### config.mk
export PLATFORM = sky130hd
export DESIGN_NAME = layer_motion_sched_flat
export DESIGN_NICKNAME = d
export VERILOG_FILES = /design/src/rtl/layer_pkg.sv /design/src/rtl/layer_motion_sched_if.sv /design/src/rtl/wrap_step.sv /design/src/rtl/layer_motion_sched.sv /design/src/flat_wrapper.sv
export SDC_FILE = /design/constraint.sdc
export NUM_CORES = 1
export LEC_CHECK = 0
export BUFFER_PORTS_ARGS = -buffer_cell sky130_fd_sc_hd__buf_2
export CELL_PAD_IN_SITES_DETAIL_PLACEMENT = 1
export CELL_PAD_IN_SITES_GLOBAL_PLACEMENT = 1
export CORE_MARGIN = 2
export CORE_UTILIZATION = 52
export DETAILED_ROUTE_END_ITERATION = 12
export PLACE_DENSITY = 0.85
export SYNTH_ARGS = -nofsm -noshare
export SYNTH_HDL_FRONTEND = slang
export SYNTH_SLANG_ARGS = --single-unit
### constraint.sdc
create_clock -name clk -period 13 [get_ports clk]
set_input_delay 0.65 -clock clk [delete_from_list [all_inputs] [get_ports clk]]
set_output_delay 0.65 -clock clk [all_outputs]
set_load 0.01 [all_outputs]
### src/rtl/layer_pkg.sv
// rtl/layer_pkg.sv - shared types for the layer motion scheduler
package layer_pkg;

    typedef enum logic [1:0] {
        SET_POS  = 2'd0,
        SET_VEL  = 2'd1,
        SET_FLIP = 2'd2,
        NOP      = 2'd3
    } cmd_op_e;

    typedef enum logic [1:0] {
        IDLE   = 2'd0,
        UPDATE = 2'd1,
        DONE   = 2'd2
    } sched_state_e;

endpackage

### src/rtl/layer_motion_sched_if.sv
// rtl/layer_motion_sched_if.sv - host command channel of the layer motion scheduler
interface layer_motion_sched_if #(
    parameter int HWIDTH   = 12,
    parameter int VWIDTH   = 12,
    parameter int REPLICAS = 4
);
    localparam int IDXW = (REPLICAS > 1) ? $clog2(REPLICAS) : 1;

    logic                cmd_valid;
    logic                cmd_ready;
    layer_pkg::cmd_op_e  cmd_op;
    logic [IDXW-1:0]     cmd_idx;
    logic [HWIDTH-1:0]   cmd_h;
    logic [VWIDTH-1:0]   cmd_v;

    modport master (
        output cmd_valid, cmd_op, cmd_idx, cmd_h, cmd_v,
        input  cmd_ready
    );

    modport slave (
        input  cmd_valid, cmd_op, cmd_idx, cmd_h, cmd_v,
        output cmd_ready
    );
endinterface

### src/rtl/wrap_step.sv
// rtl/wrap_step.sv - combinational pos+vel folded back into [0, WRAP) with one correction
module wrap_step #(
    parameter int WIDTH  = 12,
    parameter int WRAP   = 640,
    parameter int SWIDTH = 5
) (
    input  logic [WIDTH-1:0]  pos,
    input  logic [SWIDTH-1:0] vel,
    output logic [WIDTH-1:0]  next
);
    localparam logic signed [WIDTH:0] WRAP_S = (WIDTH+1)'(WRAP);

    logic signed [WIDTH:0] vel_ext;
    logic signed [WIDTH:0] sum;
    logic signed [WIDTH:0] res;

    assign vel_ext = {{(WIDTH+1-SWIDTH){vel[SWIDTH-1]}}, vel};
    assign sum     = $signed({1'b0, pos}) + vel_ext;

    always_comb begin
        res = sum;
        if (sum < 0) begin
            res = sum + WRAP_S;
        end else if (sum >= WRAP_S) begin
            res = sum - WRAP_S;
        end
    end

    assign next = res[WIDTH-1:0];
endmodule

### src/rtl/layer_motion_sched.sv
// rtl/layer_motion_sched.sv - per-frame motion scheduler committing replica offsets/flips at vblank
module layer_motion_sched
    import layer_pkg::*;
#(
    parameter int HWIDTH   = 12,
    parameter int VWIDTH   = 12,
    parameter int HWRAP    = 640,
    parameter int VWRAP    = 480,
    parameter int SWIDTH   = 5,
    parameter int REPLICAS = 4
) (
    input  logic                     clk,
    input  logic                     rst_n,
    input  logic                     frame_start,
    layer_motion_sched_if.slave      cmd,
    output logic [HWIDTH-1:0]        hoffset [REPLICAS],
    output logic [VWIDTH-1:0]        voffset [REPLICAS],
    output logic [REPLICAS-1:0]      hflip,
    output logic [REPLICAS-1:0]      vflip,
    output logic                     update_done,
    output logic                     overrun
);
    localparam int IDXW = (REPLICAS > 1) ? $clog2(REPLICAS) : 1;

    sched_state_e state, state_next;
    logic [IDXW-1:0]   idx;
    logic              last;
    logic              accept;
    logic              in_range;

    logic [HWIDTH-1:0] sh_h   [REPLICAS];
    logic [VWIDTH-1:0] sh_v   [REPLICAS];
    logic [SWIDTH-1:0] vel_h  [REPLICAS];
    logic [SWIDTH-1:0] vel_v  [REPLICAS];
    logic [REPLICAS-1:0] sh_hflip;
    logic [REPLICAS-1:0] sh_vflip;
    logic [REPLICAS-1:0] pos_pend;

    logic [HWIDTH-1:0] h_next;
    logic [VWIDTH-1:0] v_next;

    assign last          = (int'(idx) == REPLICAS - 1);
    assign cmd.cmd_ready = (state == IDLE);
    assign accept        = cmd.cmd_valid && cmd.cmd_ready;
    assign in_range      = (int'(cmd.cmd_idx) < REPLICAS);

    // One wrap unit per axis, shared by all replicas through the idx mux.
    wrap_step #(.WIDTH(HWIDTH), .WRAP(HWRAP), .SWIDTH(SWIDTH)) u_wrap_h (
        .pos (hoffset[idx]),
        .vel (vel_h[idx]),
        .next(h_next)
    );

    wrap_step #(.WIDTH(VWIDTH), .WRAP(VWRAP), .SWIDTH(SWIDTH)) u_wrap_v (
        .pos (voffset[idx]),
        .vel (vel_v[idx]),
        .next(v_next)
    );

    always_ff @(posedge clk or negedge rst_n) begin
        if (!rst_n) begin
            state <= IDLE;
        end else begin
            state <= state_next;
        end
    end

    always_comb begin
        state_next  = state;
        update_done = 1'b0;
        unique case (state)
            IDLE:    if (frame_start) state_next = UPDATE;
            UPDATE:  if (last) state_next = DONE;
            DONE: begin
                update_done = 1'b1;
                state_next  = IDLE;
            end
            default: state_next = IDLE;
        endcase
    end

    always_ff @(posedge clk or negedge rst_n) begin
        if (!rst_n) begin
            idx      <= '0;
            overrun  <= 1'b0;
            pos_pend <= '0;
            sh_hflip <= '0;
            sh_vflip <= '0;
            hflip    <= '0;
            vflip    <= '0;
            for (int i = 0; i < REPLICAS; i++) begin
                sh_h[i]    <= '0;
                sh_v[i]    <= '0;
                vel_h[i]   <= '0;
                vel_v[i]   <= '0;
                hoffset[i] <= '0;
                voffset[i] <= '0;
            end
        end else begin
            if (frame_start && state != IDLE) begin
                overrun <= 1'b1;
            end

            if (state == UPDATE) begin
                idx <= idx + 1'b1;
            end else begin
                idx <= '0;
            end

            // Commands are only accepted in IDLE, so they never race a commit.
            if (accept && in_range) begin
                unique case (cmd.cmd_op)
                    SET_POS: begin
                        sh_h[cmd.cmd_idx]     <= cmd.cmd_h;
                        sh_v[cmd.cmd_idx]     <= cmd.cmd_v;
                        pos_pend[cmd.cmd_idx] <= 1'b1;
                    end
                    SET_VEL: begin
                        vel_h[cmd.cmd_idx] <= cmd.cmd_h[SWIDTH-1:0];
                        vel_v[cmd.cmd_idx] <= cmd.cmd_v[SWIDTH-1:0];
                    end
                    SET_FLIP: begin
                        sh_hflip[cmd.cmd_idx] <= cmd.cmd_h[0];
                        sh_vflip[cmd.cmd_idx] <= cmd.cmd_v[0];
                    end
                    NOP: ;
                    default: ;
                endcase
            end

            if (state == UPDATE) begin
                hflip[idx] <= sh_hflip[idx];
                vflip[idx] <= sh_vflip[idx];
                if (pos_pend[idx]) begin
                    hoffset[idx]  <= sh_h[idx];
                    voffset[idx]  <= sh_v[idx];
                    pos_pend[idx] <= 1'b0;
                end else begin
                    hoffset[idx] <= h_next;
                    voffset[idx] <= v_next;
                end
            end
        end
    end
endmodule

### src/flat_wrapper.sv
// flat-port wrapper written by rule: the top's interface ports become plain ports
module layer_motion_sched_flat import layer_pkg::*;
#(
    parameter int HWIDTH   = 12,
    parameter int VWIDTH   = 12,
    parameter int HWRAP    = 640,
    parameter int VWRAP    = 480,
    parameter int SWIDTH   = 5,
    parameter int REPLICAS = 4
)
  (clk, rst_n, frame_start, hoffset, voffset, hflip, vflip, update_done, overrun, cmd_cmd_valid, cmd_cmd_op, cmd_cmd_idx, cmd_cmd_h, cmd_cmd_v, cmd_cmd_ready);
  layer_motion_sched_if #(.HWIDTH(HWIDTH), .VWIDTH(VWIDTH), .REPLICAS(REPLICAS)) cmd_i ();
  input  logic clk;
  input  logic rst_n;
  input  logic frame_start;
  output logic [HWIDTH-1:0] hoffset[REPLICAS];
  output logic [VWIDTH-1:0] voffset[REPLICAS];
  output logic [REPLICAS-1:0] hflip;
  output logic [REPLICAS-1:0] vflip;
  output logic update_done;
  output logic overrun;
  input wire logic [$bits(cmd_i.cmd_valid)-1:0] cmd_cmd_valid;
  input wire logic [$bits(cmd_i.cmd_op)-1:0] cmd_cmd_op;
  input wire logic [$bits(cmd_i.cmd_idx)-1:0] cmd_cmd_idx;
  input wire logic [$bits(cmd_i.cmd_h)-1:0] cmd_cmd_h;
  input wire logic [$bits(cmd_i.cmd_v)-1:0] cmd_cmd_v;
  output wire logic [$bits(cmd_i.cmd_ready)-1:0] cmd_cmd_ready;
  assign cmd_i.cmd_valid = cmd_cmd_valid;
  assign cmd_i.cmd_op = cmd_cmd_op;
  assign cmd_i.cmd_idx = cmd_cmd_idx;
  assign cmd_i.cmd_h = cmd_cmd_h;
  assign cmd_i.cmd_v = cmd_cmd_v;
  assign cmd_cmd_ready = cmd_i.cmd_ready;
  layer_motion_sched #(.HWIDTH(HWIDTH), .VWIDTH(VWIDTH), .HWRAP(HWRAP), .VWRAP(VWRAP), .SWIDTH(SWIDTH), .REPLICAS(REPLICAS)) u_core (.clk(clk), .rst_n(rst_n), .frame_start(frame_start), .cmd(cmd_i), .hoffset(hoffset), .voffset(voffset), .hflip(hflip), .vflip(vflip), .update_done(update_done), .overrun(overrun));
endmodule
==> flow_metrics.env, run 1 <==
export IMPL_synth_cells=1100
export IMPL_routed_wl_microns=40100
export IMPL_worstSkewPairLatency_ps=570
export IMPL_hold_path_class="primary input to async pin"
export IMPL_syn_avg_cell_area_sq_um=12.0
export IMPL_wl_per_cell_microns=25.5
export IMPL_drtIter0Drc=650
export IMPL_die_h_microns=164
export IMPL_setup_worst_path_end_class="register"
export IMPL_grt_pass1_vias=10707
export IMPL_rsz0062_at_grt="no"
export IMPL_synth_edff_count=0
export IMPL_final_max_slew_viol_count=0
export IMPL_area_growth_pct=14.4
export IMPL_dieArea_sq_um=26700
export IMPL_arrival_ps=6160
export IMPL_fillCellCount=2575
export IMPL_cts_tree="yes"
export IMPL_rows=58
export IMPL_cts_resized=0
export IMPL_cts_htree_levels=1
export IMPL_critPathLaunchType="register"
export IMPL_antenna_cells=0
export IMPL_yosysUniqueCellTypes=62
export IMPL_cp_max_fo=51
export IMPL_postRouteAntennaNets=0
export IMPL_cts_hold_fix_buffers=0
export IMPL_max_freq_ghz=0.174
export IMPL_clkSlewWorstSetupHoldPaths_ps=60
export IMPL_critical_path_class="register to register"
export IMPL_yosys_register_bits=257
export IMPL_cts_buffer_depth=3
export IMPL_relSlewSlack=0.228
export IMPL_die_x_microns=164
export IMPL_post_cts_buffers=0
export IMPL_numPortBuffers=138
export IMPL_async_flop_share=1.00
export IMPL_cts_root_buf="clkbuf_16"
export IMPL_first_pass_iters=4
export IMPL_drc=0
export IMPL_hpwl_microns=27400
export IMPL_final_hold_viol_count=0
export IMPL_synthesis_area_sq_um=13200
export IMPL_maxCapViolCount=0
export IMPL_setup_viol=0
export IMPL_grt_use_total=0.304
export IMPL_worst_pin_slew_ps=1150
export IMPL_ys_seq_area_frac=0.486
export IMPL_numCtsBuffers=28
export IMPL_status="completed"
export IMPL_grt_overflow_total=0
export IMPL_drive_above_1_share=0.344
export IMPL_viasPerCell=6.31
export IMPL_start_util=0.527
export IMPL_postSynthNetCount=1166
export IMPL_gp_congestion=0.882
export IMPL_grt_max_degree=103
export IMPL_final_nets=1284
export IMPL_dr_total_vias=9909
export IMPL_period_share=0.442
export IMPL_grt_pass1_wl_microns=62000
export IMPL_setup_tns_ps=0
export IMPL_cts_sinks=257
export IMPL_antenna_found_initial=2
export IMPL_boundaryPins=139
export IMPL_min_period_ps=5750
export IMPL_core_area_sq_um=25100
export IMPL_fin_skew_ps=14.1
export IMPL_required_ps=13410
export IMPL_yosysWarnings=0
export IMPL_ys_flop_type="dfrtp_1"
[synthesized netlist by cell type (3+ instances only)]
cell / number / share of area
mux2_2: 147 / 0.13
nand2b_1: 6 / 0.0028
a221oi_1: 3 / 0.0020
nand2_1: 121 / 0.034
nand4_1: 3 / 0.0014
and2_1: 12 / 0.0057
clkbuf_1: 42 / 0.012
or3_1: 8 / 0.0038
a311oi_1: 3 / 0.0020
a21oi_1: 39 / 0.015
a211oi_2: 3 / 0.0028
o21a_1: 3 / 0.0017
dfrtp_1: 257 / 0.49
nor4_1: 3 / 0.0014
xnor2_1: 8 / 0.0053
nor2b_1: 9 / 0.0043
xor2_1: 8 / 0.0053
mux4_2: 60 / 0.10
o31ai_1: 9 / 0.0051
o21ai_1: 10 / 0.0038
inv_1: 16 / 0.0045
or2_2: 3 / 0.0014
a31oi_1: 19 / 0.0090
o211ai_1: 6 / 0.0034
o21ai_0: 72 / 0.027
ha_1: 32 / 0.030
a21boi_0: 4 / 0.0023
o31a_1: 6 / 0.0040
a211oi_1: 8 / 0.0045
a2111oi_0: 6 / 0.0040
nor2_1: 47 / 0.013
nor3_1: 12 / 0.0045
and3_1: 10 / 0.0047
nand3_1: 12 / 0.0045
buf_2: 5 / 0.0019
a211o_1: 10 / 0.0066
buf_1: 14 / 0.0040
a21o_1: 10 / 0.0057
mux2i_1: 24 / 0.018
[worst max-delay path: stages (launching register included)]
cell       delay (ps)
dfrtp_4           640
buf_4             870
mux4_2            610
ha_1              270
fa_1              450
a211oi_1          330
o21ai_1           170
a311oi_1          430
xnor2_1           260
a311oi_2          680
a211oi_2          210
a2111oi_4         500
o31ai_1           130
[cell families after synthesis]
family	after synthesis	synth area share
adders and majority gates	34	0.0333
DFF	257	0.486
AOI/OAI and AO/OA	228	0.113
muxes	232	0.246
buffers and inverters	79	0.0232
and+or+nand+nor	254	0.0875
xor gates and xnor gates	16	0.0106
[cell usage in the layout (no fill, tap or decap), drive strengths merged, types with 3 or more instances in the layout]
| cell type | synthesis | final |
|---|---|---|
| dfrtp | 257 | 257 |
| a221oi | 3 | 3 |
| a311oi | 5 | 5 |
| inv | 17 | 18 |
| a21o | 10 | 10 |
| nor2b | 9 | 9 |
| xor2 | 8 | 8 |
| xnor2 | 8 | 8 |
| nand2 | 121 | 121 |
| mux2 | 148 | 148 |
| o31a | 6 | 6 |
| a2111oi | 8 | 8 |
| o211ai | 7 | 7 |
| o21ai | 83 | 83 |
| o31ai | 9 | 9 |
| a21boi | 4 | 4 |
| ha | 32 | 32 |
| nor4 | 4 | 4 |
| mux4 | 60 | 60 |
| a211oi | 11 | 11 |
| nand3 | 12 | 12 |
| clkinv | 0 | 11 |
| a31oi | 19 | 19 |
| nand2b | 6 | 6 |
| or3 | 8 | 8 |
| mux2i | 24 | 24 |
| and2 | 12 | 12 |
| and3 | 10 | 10 |
| a211o | 10 | 10 |
| nand4 | 3 | 3 |
| nor3 | 12 | 12 |
| buf | 20 | 150 |
| a21oi | 39 | 39 |
| or2 | 3 | 3 |
| clkbuf | 42 | 38 |
| o21a | 3 | 3 |
| nor2 | 47 | 47 |
[layer usage]
| layer | share of wire | global-route usage |
|---|---|---|
| met1 | 0.41 | 0.388 |
| met2 | 0.50 | 0.519 |
| met3 | 0.051 | 0.0490 |
| met4 | 0.040 | 0.124 |
| met5 | 0.00030 | 0 |
[path summary, 6_finish.rpt]
| path | end | startpoint | slack, ps | cells after the start |
|---|---|---|---|---|
| worst max-delay path | u_core.voffset[47] | u_core.idx[0] | 7250 | 12 |
| worst min-delay path | u_core.overrun | rst_n | 130 | 1 |
| worst max register to register | u_core.voffset[47] | u_core.idx[0] | 7250 | 12 |
| worst min register to register | u_core.hflip[3] | u_core.hflip[3] | 470 | 2 |
| max in group asynchronous | u_core.sh_v[30] | rst_n | 11300 | 2 |
| min in group clk | u_core.overrun | frame_start | 360 | 3 |
[state kept, by name (all words and copies together) (netlist names)]
| signal | flops |
|---|---|
| u_core.voffset | 48 |
| u_core.pos_pend | 4 |
| u_core.vel_h | 20 |
| u_core.vflip | 4 |
| u_core.state | 2 |
| u_core.idx | 2 |
| u_core.sh_vflip | 4 |
| u_core.vel_v | 20 |
| u_core.sh_v | 48 |
| u_core.overrun | 1 |
| u_core.sh_hflip | 4 |
| u_core.hflip | 4 |
| u_core.sh_h | 48 |
| u_core.hoffset | 48 |
[through the flow]
step	util	setup WS [ps]	instance area (sq um)	hold WS [ps]	std cells
2_1_floorplan	-	7950	13200	354	1100
3_3_place_gp	0.566	7480	14200	452	1518
3_5_place_dp	0.566	7280	14200	452	1518
4_1_cts	0.603	7250	15100	166	1570
5_1_grt	0.603	6820	15100	174	1570
6_report	0.603	7250	15100	133	1570
[layout make-up]
type                    count  area [sq um]  area share
multi-input cells         764          6520       0.430
clock inverters            14           149     0.00984
well taps                 330           413      0.0273
inverters                  17          63.8     0.00422
repair buffers            150           791      0.0522
clock buffers              38           768      0.0508
flip-flops and latches    257          6440       0.425
Power of run 1 is not shown: default switching activity piles up to over one toggle a cycle in this logic, so the estimate is an artifact.
==> inputs of run 2 (changes only) <==
--- a/config.mk
+++ b/config.mk
@@ -9,9 +9,9 @@
 export CELL_PAD_IN_SITES_DETAIL_PLACEMENT = 1
 export CELL_PAD_IN_SITES_GLOBAL_PLACEMENT = 1
 export CORE_MARGIN = 2
-export CORE_UTILIZATION = 52
+export CORE_UTILIZATION = 48
 export DETAILED_ROUTE_END_ITERATION = 12
-export PLACE_DENSITY = 0.85
+export PLACE_DENSITY = 0.79
 export SYNTH_ARGS = -nofsm -noshare
 export SYNTH_HDL_FRONTEND = slang
 export SYNTH_SLANG_ARGS = --single-unit
==> constraint.sdc (replaced) <==
create_clock -name clk -period 5.3 [get_ports clk]
set_input_delay 0.265 -clock clk [delete_from_list [all_inputs] [get_ports clk]]
set_output_delay 0.265 -clock clk [all_outputs]
set_load 0.01 [all_outputs]
==> run 2 against run 1 <==
Effect of this change:
- die area up 8.1%
- clock skew increased by 0.54 ps
- clock-buffer cell count is 2 higher
==> flow_metrics.env, run 2 (synthesis results as in run 1) <==
export IMPL_rsz0062_at_grt="no"
export IMPL_required_ps=5760
export IMPL_maxCapViolCount=0
export IMPL_max_stage_delay_ps=850
export IMPL_drc=0
export IMPL_grt_pass1_wl_microns=61400
export IMPL_hold_depth=2
export IMPL_antenna_cells=0
export IMPL_viasPerCell=6.15
export IMPL_r2r_cells=10
export IMPL_grt_pass1_vias=10682
export IMPL_dieArea_sq_um=28900
export IMPL_crit_chain="mux4_2 -> ha_1 -> a21o_1 -> a2111oi_0 -> a221oi_1 -> a2111oi_0 -> o21ai_0 -> a21boi_0 -> nor4_2 -> o31ai_1"
export IMPL_cp_max_fo=32
export IMPL_dr_total_vias=9891
export IMPL_arrival_ps=5270
export IMPL_cp_slowest_cell="dfrtp_4"
export IMPL_die_h_microns=170
export IMPL_fillCellCount=2808
export IMPL_cts_tree="yes"
export IMPL_hpwl_microns=27000
export IMPL_first_pass_iters=5
export IMPL_cts_resized=0
export IMPL_crit_path_frequent_cell="a2111oi_0"
export IMPL_relSlewSlack=0.322
export IMPL_post_cts_buffers=0
export IMPL_numPortBuffers=138
export IMPL_period_share=0.908
export IMPL_dpl_cell_count=1541
export IMPL_setup_worst_path_end_class="register"
export IMPL_hold_path_class="primary input to register"
export IMPL_core_area_sq_um=27000
export IMPL_fin_skew_ps=14.7
export IMPL_layout_common_cells="dfrtp_1, mux2_2, buf_2, nand2_1, o21ai_0"
export IMPL_setup_viol=0
export IMPL_worstSkewPairLatency_ps=560
export IMPL_rows=60
export IMPL_max_freq_ghz=0.208
export IMPL_min_period_ps=4810
export IMPL_cts_sinks=257
export IMPL_gp_congestion=0.840
export IMPL_cts_htree_levels=1
export IMPL_grt_max_degree=133
export IMPL_postRouteAntennaNets=0
export IMPL_final_max_slew_viol_count=0
export IMPL_setup_tns_ps=0
export IMPL_final_nets=1312
export IMPL_drtIter0Drc=665
export IMPL_status="completed"
export IMPL_cts_root_buf="clkbuf_16"
export IMPL_final_common_cell="dfrtp_1"
export IMPL_drive_above_1_share=0.347
export IMPL_start_util=0.490
export IMPL_clkSlewWorstSetupHoldPaths_ps=60
export IMPL_wl_per_cell_microns=24.1
export IMPL_antenna_found_initial=1
export IMPL_die_x_microns=170
export IMPL_cts_buffer_depth=3
export IMPL_critical_path_class="register to register"
export IMPL_worst_pin_slew_ps=1020
export IMPL_routed_wl_microns=38700
export IMPL_final_cells=1607
export IMPL_area_growth_pct=16.9
export IMPL_grt_use_total=0.273
export IMPL_critPathLaunchType="register"
export IMPL_numCtsBuffers=29
export IMPL_grt_overflow_total=0
export IMPL_final_hold_viol_count=0
export IMPL_boundaryPins=139
[run 2: routing by layer]
| layer | up-vias | GRT usage | part of all wire |
|---|---|---|---|
| met2 | 240 | 0.465 | 0.49 |
| met3 | 54 | 0.0430 | 0.044 |
| li1 | 4361 | - | - |
| met5 | - | 0 | 0 |
| met4 | 0 | 0.0680 | 0.022 |
| met1 | 5236 | 0.368 | 0.44 |
[run 2: per-stage QoR]
stage	instance area (sq um)	setup slack [ps]	util	hold slack [ps]
finish	15500	490	0.572	25.6
detailed placement	14300	514	0.530	442
CTS	15500	496	0.572	6.87
global route	15500	181	0.572	24.7
floorplan	13200	254	-	-30.6
global placement	14300	642	0.530	445
[run 2: worst max-delay path: cells and delay by family, from the launching register on]
kind            cells  cell delay (ps)
mux                 1              760
compound gates      7             2540
fa+ha+maj           1              430
simple gates        1              100
flops               1              850
[run 2: repair_timing]
action | CTS | global route
hold buffers | 15 | 0
hold endpoints to repair | 178 | 0
endpoints found under the setup margin | 0 | 0
[run 2: layout make-up]
type / instances / area, sq um / area share
Multi-Input combinational cell: 764 / 6510 / 0.421
Sequential cell: 257 / 6440 / 0.416
Timing Repair Buffer: 177 / 1040 / 0.0675
Clock buffer: 40 / 837 / 0.0541
Tap cell: 341 / 427 / 0.0276
Clock inverter: 11 / 150 / 0.00971
Inverter: 17 / 63.8 / 0.00412
[run 2: path summary, 6_finish.rpt]
check	from	to	slack, ps
worst max-delay path	u_core.idx[0]	u_core.voffset[34]	490
worst min-delay path	cmd_cmd_h[9]	u_core.sh_h[33]	30
worst max register to register	u_core.idx[0]	u_core.voffset[34]	490
worst min register to register	u_core.hflip[3]	u_core.hflip[3]	470
max in group asynchronous	rst_n	u_core.hoffset[9]	3590
min in group asynchronous	rst_n	u_core.overrun	390
Power of run 2 is left out for the same reason.
==> inputs of run 3 (changes only) <==
--- a/config.mk
+++ b/config.mk
@@ -11,6 +11,7 @@
 export CORE_MARGIN = 2
 export CORE_UTILIZATION = 48
 export DETAILED_ROUTE_END_ITERATION = 12
+export HOLD_SLACK_MARGIN = 0.03
 export PLACE_DENSITY = 0.79
 export SYNTH_ARGS = -nofsm -noshare
 export SYNTH_HDL_FRONTEND = slang
==> run 3 against run 2 <==
Effect of this change:
- utilization is essentially flat
- die area is the same
- cell count is essentially flat
- highest routed layer unchanged
- critical path depth grew 1
- via count grew 0.36%
- first-iteration DRC count shrank 3.5%
- global-route usage is essentially flat
- maximum frequency shrank 0.76%
- cell area is essentially flat
- routed wire length grew 0.20%
- worst setup slack lost 37 ps
==> flow_metrics.env, run 3 (synthesis results as in run 1) <==
export IMPL_routed_wl_microns=38800
export IMPL_relSlewSlack=0.318
export IMPL_cts_sinks=257
export IMPL_gp_congestion=0.840
export IMPL_max_freq_ghz=0.206
export IMPL_grt_overflow_total=0
export IMPL_first_pass_iters=5
export IMPL_core_area_sq_um=27000
export IMPL_cts_resized=0
export IMPL_setup_worst_path_end_class="register"
export IMPL_clkSlewWorstSetupHoldPaths_ps=60
export IMPL_cp_slowest_cell="dfrtp_4"
export IMPL_numCtsBuffers=29
export IMPL_cp_max_fo=32
export IMPL_fillCellCount=2808
export IMPL_final_common_cell="dfrtp_1"
export IMPL_cts_tree="yes"
export IMPL_die_h_microns=170
export IMPL_final_nets=1313
export IMPL_grt_use_total=0.273
export IMPL_grt_pass1_wl_microns=61500
export IMPL_antenna_cells=0
export IMPL_final_max_slew_viol_count=0
export IMPL_post_cts_buffers=0
export IMPL_postRouteAntennaNets=0
export IMPL_worst_pin_slew_ps=1020
export IMPL_cts_root_buf="clkbuf_16"
export IMPL_maxCapViolCount=0
export IMPL_period_share=0.915
export IMPL_cts_hold_fix_buffers=16
export IMPL_fin_util=0.573
export IMPL_critical_path_class="register to register"
export IMPL_rsz0062_at_grt="no"
export IMPL_grt_pass1_vias=10688
export IMPL_ff_latch_area_sq_um=6440
export IMPL_cts_buffer_depth=3
export IMPL_rows=60
export IMPL_max_stage_delay_ps=850
export IMPL_hold_path_class="primary input to register"
export IMPL_grt_max_degree=133
export IMPL_min_period_ps=4850
export IMPL_crit_chain="buf_4 -> mux4_2 -> ha_1 -> o211ai_1 -> o211ai_2 -> a221oi_1 -> a311oi_2 -> buf_4 -> a211oi_1 -> mux2_4 -> a31oi_1"
export IMPL_arrival_ps=5320
export IMPL_fin_skew_ps=12.7
export IMPL_antenna_found_initial=1
export IMPL_worstSkewPairLatency_ps=560
export IMPL_critPathLaunchType="register"
export IMPL_boundaryPins=139
export IMPL_area_growth_pct=17.0
export IMPL_final_setup_worst_slack_ps=453
export IMPL_final_hold_viol_count=0
export IMPL_cts_htree_levels=1
export IMPL_dieArea_sq_um=28900
export IMPL_drc=0
export IMPL_pre_cts_ws_ps=514
export IMPL_crit_path_frequent_cell="buf_4"
export IMPL_hpwl_microns=27000
export IMPL_wl_per_cell_microns=24.1
export IMPL_drive_above_1_share=0.346
export IMPL_drtIter0Drc=642
export IMPL_status="completed"
export IMPL_numPortBuffers=138
export IMPL_setup_viol=0
export IMPL_multi_input_area_sq_um=6510
export IMPL_viasPerCell=6.17
export IMPL_setup_tns_ps=0
export IMPL_die_x_microns=170
export IMPL_layout_common_cells="dfrtp_1, mux2_2, buf_2, nand2_1, o21ai_0"
export IMPL_dr_total_vias=9927
export IMPL_start_util=0.490
export IMPL_required_ps=5780
==> run 3: cell types whose count changed in the layout (fill, tap and decap cells not counted) <==
cell           before  now
dlygate4sd3_1      15   16
==> run 3: metal layers <==
| layer | GRT usage | wire length [microns] |
|---|---|---|
| met5 | 0 | 0 |
| met4 | 0.0680 | 872 |
| met3 | 0.0430 | 1710 |
| met2 | 0.465 | 19100 |
| met1 | 0.368 | 17100 |
==> run 3: metrics by stage <==
stage / std cells / hold WS [ps] / instance area (sq um)
after detailed placement: 1541 / 442 / 14300
after global placement: 1541 / 445 / 14300
after CTS: 1608 / 41.6 / 15500
after floorplan: 1100 / -30.6 / 13200
final: 1608 / 66.9 / 15500
after global routing: 1608 / 61.8 / 15500
==> run 3: final cells by class <==
| cell class | instances | share of cell area |
|---|---|---|
| Clock buffer | 40 | 0.0541 |
| Multi-Input combinational cell | 764 | 0.421 |
| Timing Repair Buffer | 178 | 0.0681 |
| Sequential cell | 257 | 0.416 |
| Clock inverter | 11 | 0.00970 |
| Inverter | 17 | 0.00412 |
| Tap cell | 341 | 0.0276 |
==> run 3: final timing paths <==
check / cells past startpoint / from / slack (ps) / end
max in group asynchronous: 3 / rst_n / 3580 / u_core.voffset[5]
max: 11 / u_core.idx[0] / 450 / u_core.voffset[20]
min: 2 / cmd_cmd_v[2] / 70 / u_core.vel_v[7]
min reg2reg: 1 / u_core.overrun / 470 / u_core.overrun
max reg2reg: 11 / u_core.idx[0] / 450 / u_core.voffset[20]
min in group asynchronous: 2 / rst_n / 390 / u_core.overrun
==> run 3: critical path, delay by kind of cell, from the launching register on <==
kind	cells	cell delay, ps
buf+inv	2	560
compound gates	6	2050
fa+ha+maj	1	390
mux	2	910
flops	1	850
Power of run 3 is left out for the same reason.
